### config.mk
export PLATFORM = sky130hd
export DESIGN_NAME = pipe_stage_skid
export DESIGN_NICKNAME = d
export VERILOG_FILES = /design/src/rtl/pipe_stage_skid.sv
export SDC_FILE = /design/constraint.sdc
export NUM_CORES = 1
export LEC_CHECK = 0
export ABC_AREA = 1
export CORE_MARGIN = 4
export CORE_UTILIZATION = 35
export DETAILED_ROUTE_END_ITERATION = 8
export PLACE_DENSITY = 0.64
export SLEW_MARGIN = 10
export SYNTH_ARGS = -nofsm -noshare
export SYNTH_HDL_FRONTEND = slang
export SYNTH_SLANG_ARGS = --single-unit
### constraint.sdc
create_clock -name clk -period 1.2 [get_ports clk]
set_input_delay 0.18 -clock clk [delete_from_list [all_inputs] [get_ports clk]]
set_output_delay 0.18 -clock clk [all_outputs]
set_load 0.05 [all_outputs]
### src/rtl/pipe_stage_skid.sv
// Pipeline boundary register with valid/ready handshake,
// optional two-entry skid buffer, NOP insertion and flush.
module pipe_stage_skid #(
  parameter int unsigned      WIDTH     = 32,
  parameter logic [WIDTH-1:0] NOP_VALUE = '0,
  parameter int unsigned      SKID      = 1
) (
  input  logic             clk,
  input  logic             rst,
  input  logic             flush,
  input  logic             in_valid,
  output logic             in_ready,
  input  logic [WIDTH-1:0] in_data,
  output logic             out_valid,
  input  logic             out_ready,
  output logic [WIDTH-1:0] out_data,
  output logic [1:0]       occupancy
);

  // State encoding equals the number of held entries.
  localparam logic [1:0] EMPTY = 2'd0;
  localparam logic [1:0] ONE   = 2'd1;
  localparam logic [1:0] TWO   = 2'd2;

  logic [1:0]       st_q;
  logic [1:0]       st_d;
  logic [WIDTH-1:0] main_q;
  logic [WIDTH-1:0] main_d;
  logic [WIDTH-1:0] skid_q;
  logic [WIDTH-1:0] skid_d;
  logic             main_valid;
  logic             skid_valid;
  logic             in_fire;
  logic             out_fire;

  assign main_valid = (st_q != EMPTY);
  assign skid_valid = (st_q == TWO);

  assign in_ready = (SKID != 0) ? ~skid_valid
                  : (out_ready | ~main_valid);

  assign in_fire  = in_valid & in_ready;
  assign out_fire = main_valid & out_ready;

  assign out_valid = main_valid;
  assign out_data  = main_valid ? main_q : NOP_VALUE;
  assign occupancy = st_q;

  always_comb begin
    st_d   = st_q;
    main_d = main_q;
    skid_d = skid_q;
    if (SKID != 0) begin
      unique case (st_q)
        EMPTY: begin
          if (in_fire) begin
            st_d   = ONE;
            main_d = in_data;
          end
        end
        ONE: begin
          if (in_fire && out_fire) begin
            main_d = in_data;
          end else if (in_fire) begin
            st_d   = TWO;
            skid_d = in_data;
          end else if (out_fire) begin
            st_d   = EMPTY;
            main_d = NOP_VALUE;
          end
        end
        TWO: begin
          if (out_fire) begin
            st_d   = ONE;
            main_d = skid_q;
          end
        end
        default: begin
          st_d   = EMPTY;
          main_d = NOP_VALUE;
        end
      endcase
    end else begin
      if (in_fire) begin
        st_d   = ONE;
        main_d = in_data;
      end else if (out_fire) begin
        st_d   = EMPTY;
        main_d = NOP_VALUE;
      end
    end
    // Flush discards held entries and any same-cycle input.
    if (flush) begin
      st_d   = EMPTY;
      main_d = NOP_VALUE;
    end
  end

  always_ff @(posedge clk) begin
    if (!rst) begin
      st_q   <= EMPTY;
      main_q <= NOP_VALUE;
      skid_q <= '0;
    end else begin
      st_q   <= st_d;
      main_q <= main_d;
      skid_q <= skid_d;
    end
  end

endmodule

==> flow_summary.ini <==
[die]
dieWidth_um = 99.9
start_util_pct = 36.0
fp.dieH_um = 99.9
core-area_sq_mm = 0.00822
row_count = 33
io_pins = 73
die-area_sq_mm = 0.00998

[synth]
synth.distinct_cells = 16
seq_area_frac_synth_pct = 44.7
avgSynthCellArea_sq_um = 6.29
synth_cells = 470
synth.net_count = 507
yosys.area.top_type = dfxtp_1
netlist.area_leader.share_pct = 44.7
syn_area_sq_mm = 0.00296
ys_seq_elements = 66
yosys-top-cells-area = dfxtp_1 (45%), nand2_1 (21%), nor2_1 (13%), a21oi_1 (5.8%), o21ai_0 (5.6%)
yosysWarningCount = 0

[routing]
ant_nets = 0
firstDrtPassIters = 4
wl_per_cell_um = 15.5
drcViolationCount = 0
num_vias = 3306
drt_iter0_drc = 131
wl_um = 10700
vias_per_cell = 4.80

[finish]
drive_above_1_share_pct = 40.1
area_delta_synth_final_pct = 85.4
fillers = 641
nNetsFinal = 618
postLayoutCoreUtil_pct = 66.7
diodes = 0

[place]
port_buffers = 72
place.gp.congestion = 0.748
hpwlAfterDp_um = 5490

[setup_path]
crit_slowest_cell = dfxtp_4
critPathCaptureType = primary output
worstPathMaxFanout = 5
required_ns = 1.02
cp_slowest_stage_delay_ns = 0.38
critPathLaunchType = register
path_cells = nor2_4 > buf_6 > buf_12 > buf_16 > nor2_4 > buf_6
crit_type = register to primary output
cp.arrival_ns = 1.41

[power_and_ir_drop]
power_mw = 5.14
power.leakage_nw = 2.29
powerDensity_mw_per_mm2 = 939
vdd_drop_max_mv = 0.508

[timing]
fin_crit_sh_pct = 132
fin_crit_ns = 1.59
skew_ns = 0.00911
grt_setup_unrepaired = yes
setup_violations = 102
maxClockFrequency_mhz = 631
slew_viol_final = 0
fin_ws_ns = -0.386
hold_viol_final = 0
slew_headroom_pct = 71.4
tightest_slew_ns = 0.429

[clock_tree]
clockBufferDepth = 2
cts_num_sinks = 66
worstSkewPairLatency_ns = 0.34
htree_levels = 3
tritoncts = built
numCtsBuffers = 9
clkSlewWorstSetupHoldPaths_ns = 0.07
root_buffer = clkbuf_8

[global_route]
grt_pass1_vias = 3147
antenna_found_initial = 0
grt.total_usage_pct = 19.7
grt_pass1_wl_um = 15400
overflow = 0
grt_max_degree = 33

[run]
drv_cap = 0

[run_status]
failed_checks = setup timing
status = finished, violations left

[worst_hold_path]
holdCritPathClass = input port to register
[layout by cell type, fill, tap and decap left out, types with 3 or more instances in the layout]
cell type / instances
buf_8: 5
clkbuf_16: 3
a21oi_2: 27
nand2_1: 128
buf_4: 13
nor2_4: 32
buf_6: 45
a21oi_1: 6
clkdlybuf4s50_1: 36
o21ai_2: 17
o21ai_0: 8
dfxtp_1: 64
buf_16: 8
clkbuf_8: 12
nand2_2: 17
nor2_1: 62
inv_1: 36
nand2_4: 19
buf_12: 17
o21ai_1: 8
nor2_2: 8
[per-stage QoR]
stage | cell area [sq um] | setup WS (ns) | hold WS [ns] | setup TNS (ns) | cells
final | 5480 | -0.386 | 0.457 | -28.81 | 689
after global routing | 5480 | -0.434 | 0.472 | -33.45 | 689
after CTS | 5070 | -0.379 | 0.443 | -24.01 | 682
after detailed placement | 4130 | -0.361 | 0.455 | -21.69 | 640
after global placement | 4130 | -0.317 | 0.453 | -20.13 | 640
after floorplan | 3250 | -0.114 | 0.315 | -7.90 | 470
[report_power, final]
group          internal [mW]  switching (mW)  leakage, nW
registers               2.26          0.0464        0.537
clock network          0.893           0.827       0.0903
logic                  0.522           0.600         1.66
[final timing paths]
check        cells past startpoint      endpoint          from  slack (ns)
max                              6  out_data[28]  occupancy[0]       -0.39
min                              3     skid_q[5]    in_data[5]        0.46
max reg2reg                     10    main_q[21]  occupancy[1]       -0.37
min reg2reg                      2    main_q[14]    main_q[14]        0.46
[worst max-delay path, delay by kind of cell (launching register included)]
kind,cells,cell delay (ns)
buffers and inverters,4,0.54
flip-flops,1,0.38
AND/OR/NAND/NOR,2,0.14
[per-layer routing]
layer / track usage, % / vias up / wire length (um)
li1: - / 1660 / -
met1: 25.4 / 1522 / 4470
met2: 32.8 / 106 / 5330
met3: 4.24 / 18 / 715
met4: 5.99 / 0 / 195
met5: 0 / - / 0
[area by class of cell]
| class | instances | area, sq um | share of cell area (%) |
|---|---|---|---|
| multi-input cells | 336 | 2000 | 36.5 |
| repair buffers | 127 | 1680 | 30.6 |
| flip-flops and latches | 66 | 1330 | 24.2 |
| inverters | 41 | 169 | 3.08 |
| clock buffers | 12 | 165 | 3.01 |
| well taps | 105 | 131 | 2.40 |
| clock inverters | 2 | 12.5 | 0.228 |
[kinds of logic after synthesis]
logic type / Yosys count / synth area share (%)
flip-flops: 66 / 44.7
AO/OA/AOI/OAI: 68 / 11.6
AND/OR/NAND/NOR: 268 / 34.4
buffers and inverters: 68 / 9.27
[sequential cells by signal, indices dropped and copies added, names as in the netlist]
signal,count
occupancy,2
main_q,32
skid_q,32
[synth_stat cells, drive strengths merged]
cell type	instances
nand2	164
nor2	102
dfxtp	66
inv	40
a21oi	34
o21ai	33
clkbuf	15
buf	12
nand3	2
clkinv	1
o21a	1
[timing repair]
action                     in CTS  in global routing
pin swaps                      22                 36
hold buffers                    0                  0
setup endpoints to repair      96                102
resized for setup             121                 94
buffers inserted               17                  8
cloned                         11                  3
(Power assumes the default switching activity.)
